### config.mk
export PLATFORM = sky130hd
export DESIGN_NAME = burst_line_adaptor
export DESIGN_NICKNAME = d
export VERILOG_FILES = /design/src/rtl/burst_line_adaptor.sv
export SDC_FILE = /design/constraint.sdc
export NUM_CORES = 1
export LEC_CHECK = 0
export BUFFER_PORTS_ARGS = -buffer_cell sky130_fd_sc_hd__buf_2
export CAP_MARGIN = 20
export CORE_AREA = 2 2 281 283
export DETAILED_ROUTE_END_ITERATION = 8
export DIE_AREA = 0 0 283 285
export RECOVER_POWER = 100
export SLEW_MARGIN = 10
export SYNTH_ARGS = -nofsm -noshare
export SYNTH_HDL_FRONTEND = slang
export SYNTH_SLANG_ARGS = --single-unit
### constraint.sdc
create_clock -name clk -period 5.1 [get_ports clk]
set_input_delay 0.765 -clock clk [delete_from_list [all_inputs] [get_ports clk]]
set_output_delay 0.765 -clock clk [all_outputs]
set_load 0.005 [all_outputs]
### src/rtl/burst_line_adaptor.sv
`default_nettype none
// ============================================================================
// Module   : burst_line_adaptor
// Purpose  : Memory-side responder for a cache line port. Turns one line read
//            or line write into a BEATS-beat burst toward physical memory,
//            assembles or serialises the line, and returns a one-cycle resp_o.
// Revision : 1.0 - initial release
// ============================================================================
module burst_line_adaptor #(
  parameter int LINE_W = 256,
  parameter int BEAT_W = 64,
  parameter int ADDR_W = 32
) (
  input  logic              clk,
  input  logic              rst,        // asynchronous, active-low
  // cache side
  input  logic [LINE_W-1:0] line_i,
  output logic [LINE_W-1:0] line_o,
  input  logic [ADDR_W-1:0] address_i,
  input  logic              read_i,
  input  logic              write_i,
  output logic              resp_o,
  // memory side
  input  logic [BEAT_W-1:0] burst_i,
  output logic [BEAT_W-1:0] burst_o,
  output logic [ADDR_W-1:0] address_o,
  output logic              read_o,
  output logic              write_o,
  input  logic              resp_i
);

  localparam int c_BEATS     = LINE_W / BEAT_W;
  localparam int c_BEAT_BITS = (c_BEATS > 1) ? $clog2(c_BEATS) : 1;
  localparam int c_OFS_BITS  = $clog2(LINE_W / 8);

  localparam logic [c_BEAT_BITS-1:0] c_LAST_BEAT = c_BEAT_BITS'(c_BEATS - 1);
  // Clears the byte-offset bits so the burst always starts on a line boundary.
  localparam logic [ADDR_W-1:0] c_ADDR_MASK =
    {{(ADDR_W - c_OFS_BITS){1'b1}}, {c_OFS_BITS{1'b0}}};

  typedef enum logic [1:0] {
    ST_IDLE     = 2'd0,
    ST_RD_BURST = 2'd1,
    ST_WR_BURST = 2'd2,
    ST_DONE     = 2'd3
  } state_t;

  state_t                 r_state;
  logic [c_BEAT_BITS-1:0] r_beat;
  logic [ADDR_W-1:0]      r_addr;
  logic [LINE_W-1:0]      r_wr_line;
  logic [LINE_W-1:0]      r_rd_line;
  logic                   r_read;
  logic                   r_write;
  logic                   r_resp;
  logic [ADDR_W-1:0]      w_addr_aligned;

  assign w_addr_aligned = address_i & c_ADDR_MASK;

  // Burst FSM: request capture, beat counting, line assembly and the
  // registered strobes/response, all in one clocked process.
  always_ff @(posedge clk or negedge rst) begin
    if (!rst) begin
      r_state   <= ST_IDLE;
      r_beat    <= '0;
      r_addr    <= '0;
      r_wr_line <= '0;
      r_rd_line <= '0;
      r_read    <= 1'b0;
      r_write   <= 1'b0;
      r_resp    <= 1'b0;
    end else begin
      r_resp <= 1'b0;
      case (r_state)
        ST_IDLE: begin
          // Read has priority; a held write is simply taken after the read.
          if (read_i) begin
            r_addr  <= w_addr_aligned;
            r_beat  <= '0;
            r_read  <= 1'b1;
            r_state <= ST_RD_BURST;
          end else if (write_i) begin
            r_addr    <= w_addr_aligned;
            r_wr_line <= line_i;
            r_beat    <= '0;
            r_write   <= 1'b1;
            r_state   <= ST_WR_BURST;
          end
        end
        ST_RD_BURST: begin
          if (resp_i) begin
            r_rd_line[BEAT_W*r_beat +: BEAT_W] <= burst_i;
            r_beat <= r_beat + 1'b1;
            if (r_beat == c_LAST_BEAT) begin
              r_read  <= 1'b0;
              r_resp  <= 1'b1;
              r_state <= ST_DONE;
            end
          end
        end
        ST_WR_BURST: begin
          if (resp_i) begin
            r_beat <= r_beat + 1'b1;
            if (r_beat == c_LAST_BEAT) begin
              r_write <= 1'b0;
              r_resp  <= 1'b1;
              r_state <= ST_DONE;
            end
          end
        end
        ST_DONE: begin
          // Requests are ignored here so the cache can drop them next cycle.
          r_state <= ST_IDLE;
        end
        default: begin
          r_state <= ST_IDLE;
        end
      endcase
    end
  end

  // Outputs come straight from registers; the write beat is a slice of the
  // captured line selected by the registered beat counter.
  assign read_o    = r_read;
  assign write_o   = r_write;
  assign resp_o    = r_resp;
  assign address_o = r_addr;
  assign line_o    = r_rd_line;
  assign burst_o   = r_wr_line[BEAT_W*r_beat +: BEAT_W];

endmodule
`default_nettype wire

### Word level (Yosys, flattened, before mapping)

Cells that the tools add are included.

* bitwise logic cells: 1
* equality and inequality tests: 14
* reductions and logical operators: 13
* multiplexer cells: 22
* add/subtract/negate cells: 2
* shift operators: 3

Operators by type and width (number)
* bitwise mux 256 bit: 1
* variable shift 64 x 34 -> 256 bit (first input constant): 1
* variable part select 256 x 9 -> 64 bit: 1
* variable part select 64 x 34 -> 256 bit: 1
* 2-to-1 mux 32 bit: 2
* negation 8 -> 34 bit: 1
* 2-to-1 mux 2 bit: 7
* inequality test 2 bit (second input constant): 7
* AND reduction 3 bit: 3
* 2-to-1 mux 1 bit: 8
* nonzero test 2 bit: 4
* == test 2 bit (second input constant): 3
* one-hot mux 2 bit (3 select lines): 1
* AND reduction 5 bit: 1
* inequality test 2 x 1 -> 1 bit (second input constant): 2
* one-hot mux 1 bit (2 select lines): 2
* one-hot mux 2 bit (2 select lines): 1
* AND reduction 2 bit: 2
* AND reduction 4 bit: 1
* inequality test 3 bit (second input constant): 1
* adder 2 x 1 -> 2 bit (second input constant): 1
* == test 2 x 1 -> 1 bit (second input constant): 1
* zero test 2 bit: 1
* OR reduction 2 bit: 1
* inverter 1 bit: 1

* word-level logic and storage cells: 63
* flip-flop bits (word level): 551
* bits of input ports: 357
* output and inout port bits: 355

### Depth between registers and ports, before layout

Gate-level depths: netlist (run 1).

* word-level depth: 4
* gate-level depth with buffers: 8
* mapped depth without buffers: 5

### Worst setup path after synthesis (run 1)

No wires, ideal clock.

* path kind: register -> output
* start: register r_beat[0]
* end: output burst_o[17]
* path slack: 2.752 ns
* arrival time: 1.583 ns
* data required time: 4.335 ns
* path buffers: 3
* cell stages (with the launch flop): 5
* path through: dfrtp_1 buf_2 buf_4 buf_2 mux4_2

* longest elaborated chain between the ends: 1

RTL lines
* from (decl): line 49 `logic [c_BEAT_BITS-1:0] r_beat;`
* from (signal assigned): line 93 `r_beat <= r_beat + 1'b1;`
* from (signal assigned): line 103 `r_beat <= r_beat + 1'b1;`
* variable part select 256 x 9 -> 64 bit: line 129 `assign burst_o = r_wr_line[BEAT_W*r_beat +: BEAT_W];`
* to (decl): line 25 `output logic [BEAT_W-1:0] burst_o,`

Every way passes these cells.

### Final worst setup path (run 1)

* start: register r_beat[1]
* end: register r_rd_line[218], in the netlist line_o[218]

* longest elaborated chain between the ends: 3
* elaborated cells between the ends (all ways): 4
* classes of those cells: 1 x add/sub; 2 x shift; 1 x mux

RTL lines
* negation 8 -> 34 bit *: line 92 `r_rd_line[BEAT_W*r_beat +: BEAT_W] <= burst_i;`
* variable part select 64 x 34 -> 256 bit or variable shift 64 x 34 -> 256 bit (tied branches): line 92
* bitwise mux 256 bit *: line 92
* to (signal, indexed assignment): line 92
* to (decl): line 52 `logic [LINE_W-1:0] r_rd_line;`

Mark *: on every way between the ends. The rest lies on a longest branch, timed or not.
A chain may end at the register's enable or synchronous reset.

==> results of run 1 <==
==> cell usage in the layout (no fill, tap or decap), drive strengths merged, types with 2 or more instances in the layout <==
cell type / netlist / routed
a21oi: 2 / 2
a22o: 256 / 256
buf: 77 / 477
bufinv: 0 / 3
clkbuf: 28 / 351
clkinv: 0 / 11
conb: 1 / 5
dfrtp: 546 / 546
diode: 0 / 11
ha: 11 / 11
inv: 7 / 9
mux2: 283 / 283
mux2i: 2 / 2
mux4: 64 / 64
nand2: 4 / 4
nand2b: 2 / 2
nand3: 6 / 6
nor2: 2 / 2
nor4: 3 / 3
nor4b: 2 / 2
o21ai: 4 / 4
o311ai: 2 / 2
==> registers in the layout (all words and copies together), names as in the netlist <==
signal / cells
address_o: 27
r_beat: 2
write_o: 1
r_state: 2
read_o: 1
r_wr_line: 256
resp_o: 1
line_o: 256
==> cell type report <==
cell class | instances | share of cell area [%]
Timing Repair Buffer | 736 | 12.5
Clock buffer | 92 | 6.38
Antenna cell | 11 | 0.0992
Tap cell | 1050 | 4.73
Clock inverter | 16 | 0.586
Inverter | 7 | 0.0947
Multi-Input combinational cell | 658 | 26.4
Sequential cell | 546 | 49.2
==> critical path, stage by stage, from the launching register on <==
cell	delay, ns
sky130_fd_sc_hd__dfrtp_4	0.83
sky130_fd_sc_hd__ha_1	0.31
sky130_fd_sc_hd__nand3_4	0.25
sky130_fd_sc_hd__clkbuf_2	0.82
sky130_fd_sc_hd__nor4_2	1.47
sky130_fd_sc_hd__a22o_1	0.27
==> synth_stat cells (all sizes together) <==
library cell	instances
a22o	256
clkbuf	28
inv	7
or3	1
o21ai	4
or4	1
nor4	3
conb	1
o2bb2ai	1
nand2b	2
mux2i	2
nor3	1
nor4b	2
o311ai	2
a221oi	1
nand3b	1
nor2	2
nand3	6
ha	11
mux4	64
buf	77
o22ai	1
o21a	1
a31oi	1
nand2	4
dfrtp	546
mux2	283
nor3b	1
a21oi	2
==> routing by layer <==
metal | vias up | global-route usage [%] | wire, um
met1 | 7559 | 17.5 | 24000
met2 | 673 | 26.1 | 31100
met4 | 26 | 6.10 | 2430
met5 | - | 0 | 176
li1 | 6380 | - | -
met3 | 155 | 5.92 | 5910
==> kinds of logic after synthesis <==
group                    after synthesis
AO/OA/AOI/OAI                        269
adder cells (fa/ha/maj)               11
buffers and inverters                112
flip-flops                           546
multiplexers                         349
other                                  1
AND/OR/NAND/NOR                       24
==> worst paths after layout <==
check	start	end	slack (ns)	cells after the start
min reg2reg	r_wr_line[251]	r_wr_line[251]	0.49	1
min in group asynchronous	rst	r_wr_line[122]	1.17	1
max	r_beat[1]	line_o[218]	1.04	5
max in group asynchronous	rst	r_wr_line[102]	1.60	2
min	line_i[248]	r_wr_line[248]	0.37	2
max reg2reg	r_beat[1]	line_o[218]	1.04	5
==> per-stage QoR <==
step | worst slack, ns | instance area [um2]
after floorplan | 2.75 | 21600
after global placement | 2.07 | 26200
after detailed placement | 1.99 | 26200
after CTS | 1.46 | 28200
after global routing | 0.754 | 27800
final | 1.04 | 27800
==> power by group <==
group,internal (uW),switching [uW]
logic,2530,1970
registers,5840,867
clock network,2520,1700
total,10900,4540
==> impl.org, run 1 <==
** Status
- The flow ran to the end, but the final reports show violations.
- The checks that failed: capacitance limit, slew limit.

** Placement
- Count of input and output buffers :: ~700
- The congestion estimate from routability-driven global placement came to roughly 0.86.
- Including well taps, the total number of placed cells is 2,997.
- Placed wire-length estimate :: 43.9 mm

** STA
- Final critical-path share of the clock period :: 79.5%
- On the final layout, the worst clock skew is 0.0187 ns.
- Adding up every negative setup slack in the final design gives 0 ns.
- The final-report max-slew violation count came to 456.
- Setup repair after global routing left no endpoint under its margin.
- Measured against its own limit, the worst slew margin works out to -109%.
- For the pin with the worst max-slew slack, the measured transition is 3.13 ns.
- Static timing analysis puts the maximum clock frequency at 247 MHz.
- Final number of setup-violating endpoints :: 0
- Minimum period implied by the final worst setup slack :: 4.06 ns
- Count of final hold-check violations :: 0
- Post-Route Hold Slack :: ~0.37 ns

** Global route
- Largest net degree at the start of global routing :: 114
- The first global-routing pass estimated 97.6 mm of wire.
- Initial antenna violation count :: 28
- The number of global-route vias before repair was 16,300.
- Global routing consumed, over all layers together, around 15% of the routing resources.
- Total grt overflow :: 0

** Final layout
- Registers take 0.0137 mm2.
- Cells fill a little over a third of the core in the end.
- Fraction of layout instances using a drive strength above 1 :: 42.9%
- P&R area growth vs syn :: 28.8%
- Nets@finish :: 2,375
- Count of non-filler cells in the finished layout :: 3,116
- Fill cells in the final layout number approximately 7,700.
- Area of the multi-input gates :: 0.00733 mm2

** Synth
- Combinational family with the most area after synthesis :: multiplexers
- Summing the sequential cell areas from Yosys gives 63.4% of the chip area.
- In the synthesized netlist, the number of instances is 1,312.
- Xor/xnor cell area share of the yosys netlist :: 0%
- Post-Synthesis Mean Instance Area :: approximately 16 um2
- Share of cell area taken by muxes after synthesis :: 21.6%
- Adder and majority cell fraction of the synthesized area :: 0.639%
- Distinct cells, synth :: 39
- Of the total synthesized cell area, the portion taken by AND, OR, NAND and NOR gates is 0.801%.
- In this run the cell area of the synthesized design comes to 0.0215 mm2.
- sky130_fd_sc_hd__dfrtp_1 takes more of the synthesized area than any other cell.
- The Yosys step of the flow raised 0 warnings.
- Complex-gate fraction of the synthesized area :: a little over a tenth
- Top post-synthesis cells by area :: sky130_fd_sc_hd__dfrtp_1, sky130_fd_sc_hd__mux2_2, sky130_fd_sc_hd__a22o_1
- After synthesis the netlist holds a flip-flop and latch count of 546.
- Fraction of post-synthesis cell area in the top cell type by area :: a little under two thirds

** Clocking
- Counting along the longest clock path gives a buffer depth of 3.
- CTS resizes :: 0
- Sink count of the clock tree :: between 500 and 600
- Clock latency reported for the late side of the worst-skew pair :: 0.60 ns
- Depth of the CTS H-tree :: 2
- Buffers inserted to repair hold after CTS numbered 0.
- Buffers inserted by post-CTS timing repair :: 0
- TritonCTS clock tree :: yes
- Root Buffer Master :: sky130_fd_sc_hd__clkbuf_16
- Clock-pin slew of the registers on the worst-case setup and hold paths :: 0.06 ns
- Buffers inserted during clock tree synthesis total 58.

** Min path
- Worst hold path class :: in2reg

** Critical path
- The critical path is of the reg2reg type.
- CP endpoint kind :: register
- For the worst setup path, the data required time is approximately 5.6 ns.
- STA classifies the critical path startpoint as a register.
- Of all nets on the critical path, the largest fanout is 48.
- STA puts the critical path data arrival time at ~4.6 ns.

** Die
- The core region is 0.0780 mm2.
- The floorplan step defined a die boundary enclosing 0.0807 mm2.
- Height of the die :: 285 um
- Core Rows :: about 100
- Chip Width :: 283 um
- Once the floorplan was initialized, standard cells occupied 27.6% of the core.
- In this run the count of I/O pins placed on the die edge is slightly above 700.

** Pwr
- Power spread over the standard cell area amounts to between 500 and 600 mW/mm2.
- Peak VDD IR :: 0.338 mV
- Leakage :: 0.0130 uW
- After layout, the design draws a total of roughly 15,000 uW.

** Drt
- The first detailed-routing pass ran for 4 iterations.
- Antenna-violating nets left :: 0
- Number of design-rule violations left by the first detailed-router iteration :: 655
- Detail-routed via count per cell :: 4.75
- The routed layout has between 10,000 and 15,000 vias.
- The routed design has 63.6 mm of wire.
- After detailed routing, the number of remaining DRC violations is 0.
- After detailed routing, the average wire length per cell comes to 20.4 um.

** Flow run
- Max_cap viols :: 8
Power figures use the tool's default switching activity.
==> inputs of run 2 (changes only) <==
==> constraint.sdc (replaced) <==
create_clock -name clk -period 4 [get_ports clk]
set_input_delay 0.6 -clock clk [delete_from_list [all_inputs] [get_ports clk]]
set_output_delay 0.6 -clock clk [all_outputs]
set_load 0.005 [all_outputs]
==> impl.org, run 2 (synthesis results as in run 1) <==
** Status
- Result of the run :: complete, but fails checks
- The final reports fail on capacitance limit, slew limit.

** Critical path
- Critical path peak fanout :: 68 (+42%)
- Buffers & Inverters on Critical Path :: 3 (+2)
- CP endpoint kind :: register
- The worst setup path is launched from a register.
- The critical path is of the reg2reg type.
- Most used cell, CP :: sky130_fd_sc_hd__clkbuf_2
- Kind of cell adding the most delay to the critical path :: buffers and inverters
- Crit-path cells :: buf_6, ha_1, nand3_4, clkbuf_2, clkbuf_2, a22o_1
- For this design, the slowest cell found on the critical path is sky130_fd_sc_hd__clkbuf_2.
- The critical path required time came to 4.47 ns (-1.15 ns).
- Peak per-stage delay on the critical path :: 0.84 ns (-0.63 ns)
- The critical path arrival is 3.90 ns (-0.68 ns).

** Die
- The horizontal die dimension came to 283 um (unchanged).
- I/O pin cnt :: 712 (unchanged)
- The area inside the core boundary was 0.0780 mm2 (unchanged).
- The vertical die dimension was 285 um (unchanged).
- Core Rows :: 103 (unchanged)
- Initial cell density of the core :: 27.6% (unchanged)
- The die area came to 0.0807 mm2 (unchanged).

** Drt
- The total iterations of the first detailed-routing run came to 4 (unchanged).
- Routed length per placed instance :: 20.8 um (+2.0%)
- Total number of vias :: 14,900 (+0.66%)
- The remaining design rule violation count is 0 (unchanged).
- Number of design-rule violations left by the first detailed-router iteration :: 756 (+15%)
- The routed wire length came to 64.9 mm (+2.1%).
- Antenna-violating nets left :: 0 (unchanged)
- The average via count per standard cell is 4.77 (+0.56%).

** STA
- The pin slew with the least headroom to its limit is 2.90 ns (-0.238 ns).
- Minimum period implied by the final worst setup slack :: 3.42 ns (-0.633 ns)
- Unrepaired setup endpoints after global routing :: false
- The maximum frequency from static timing analysis was 292 MHz (+18%).
- Skew final :: 0.0167 ns (-0.00204 ns)
- The number of failing setup endpoints in the final timing report was 0 (unchanged).
- The ratio of final minimum period to clock period came to 85.6% (+6.1 points).
- Count of final hold-check violations :: 0 (unchanged)
- The final hold slack came to 0.214 ns (-0.155 ns).
- The final setup TNS was 0 ns (unchanged).
- Number of max-slew violations in the final report :: 216 (-53%)
- The worst-case headroom to the max-slew limit came to -93.1% (+16 points).

** Clocking
- Max Buffers Root-to-Sink :: 3 (unchanged)
- TritonCTS clock tree :: yes
- Buffers inserted by post-CTS timing repair :: 0 (unchanged)
- Sink count of the clock tree :: 546 (unchanged)
- Root Buffer Master :: sky130_fd_sc_hd__clkbuf_16
- The H-tree level count was 2 (unchanged).
- The number of buffers inserted during clock tree synthesis came to 59 (+1.7%).
- # hold bufs at CTS :: 0 (unchanged)
- The number of instances resized during post-cts repair was 0 (unchanged).
- Clock latency reported for the late side of the worst-skew pair :: 0.60 ns (about the same)
- Clock-pin slew of the registers on the worst-case setup and hold paths :: 0.06 ns (about the same)

** Final layout
- The library cells used most frequently in the layout, excluding fill and tap cells, are sky130_fd_sc_hd__dfrtp_1, sky130_fd_sc_hd__buf_2, sky130_fd_sc_hd__clkbuf_1, sky130_fd_sc_hd__a22o_1, sky130_fd_sc_hd__mux2_2.
- Nets@finish :: 2,381 (+0.25%)
- Area of the multi-input gates :: 0.00733 mm2 (about the same)
- Leaving out fill and tap cells, the most frequent cell in the layout is sky130_fd_sc_hd__dfrtp_1.
- The core occupancy in the finished layout was 35.7% (+0.13 points).
- The area of all sequential standard cells was 0.0137 mm2 (about the same).
- Count of non-filler cells in the finished layout :: 3,119 (+0.096%)
- The share of final-layout standard cells stronger than drive strength 1 was 43.4% (+0.50 points).
- P&R area growth vs syn :: 29.3%
- Design area :: 0.0279 mm2 (+0.38%)
- The count of filler cells inserted in the layout came to 7,584 (-1.0%).

** Global route
- Initial antenna violation count :: 16 (-43%)
- Total grt overflow :: 0 (unchanged)
- First-pass GRT wire length :: 99.3 mm (+1.7%)
- Global routing usage summed across all routing layers :: 15.6% (+0.26 points)
- The number of global-route vias before repair came to 16,400 (+0.65%).
- Largest net degree at the start of global routing :: 99 (-13%)

** Min path
- The tightest min-delay check is of the in2reg type.

** Flow run
- Max_cap viols :: 3 (-5)

** Pwr
- Leakage :: 0.0131 uW (+0.37%)
- Peak VDD IR :: 0.458 mV (+36%)
- Power density relative to cell area :: 707 mW/mm2 (+27%)

** Placement
- Routability cong. :: 0.857 (-0.17%)
- The area after detailed placement is 0.0264 mm2 (+0.55%).
- The number of port buffers came to 701 (unchanged).
- The number of placed instances with taps included was 3,002 (+0.17%).
- Placed wire-length estimate :: 45.3 mm (+3.0%)
-- run 2: cell count changes in the layout (fill, tap and decap cells not counted), sizes merged, moves of 2 or more --
cell	before	now
clkinv	11	9
buf	477	482
inv	9	7
clkinvlp	0	4
-- run 2: where the power goes --
| group | switching (uW) | leakage (uW) | internal [uW] | total, uW |
|---|---|---|---|---|
| Sequential | 1050 | 0.00700 | 7450 | 8500 |
| Clock | 2190 | 0.000943 | 3180 | 5370 |
| Combinational | 2600 | 0.00512 | 3240 | 5840 |
-- run 2: per-stage QoR --
stage          power (uW)  setup slack, ns
6_report            19700            0.577
5_1_grt             20800            0.331
4_1_cts             20300            0.649
3_5_place_dp        14800             1.25
3_3_place_gp        14500             1.13
2_1_floorplan       11900             1.82
-- run 2: worst paths after layout --
path | slack (ns) | to | depth (start not counted) | startpoint
max reg2reg | 0.58 | line_o[196] | 6 | r_beat[1]
min | 0.21 | r_wr_line[244] | 2 | line_i[244]
min reg2reg | 0.49 | r_wr_line[182] | 1 | r_wr_line[182]
min in group asynchronous | 0.92 | r_wr_line[125] | 1 | rst
max in group asynchronous | 0.96 | line_o[59] | 2 | rst
max | 0.58 | line_o[196] | 6 | r_beat[1]
-- run 2: routing by layer --
layer,wire length (um),vias up,global-route usage (%),share of wire [%]
li1,-,6389,-,-
met1,24100,7664,17.4,37
met2,32600,667,27.5,50
met3,5750,156,5.53,8.9
met4,2390,14,5.77,3.7
met5,100,-,0,0.15
-- run 2: area by class of cell --
cell class	count	share of cell area, %
clock inverters	15	0.485
clock buffers	92	6.43
inverters	7	0.0943
repair buffers	741	12.8
well taps	1050	4.71
multi-input cells	658	26.3
diodes	10	0.0898
flip-flops and latches	546	49.1
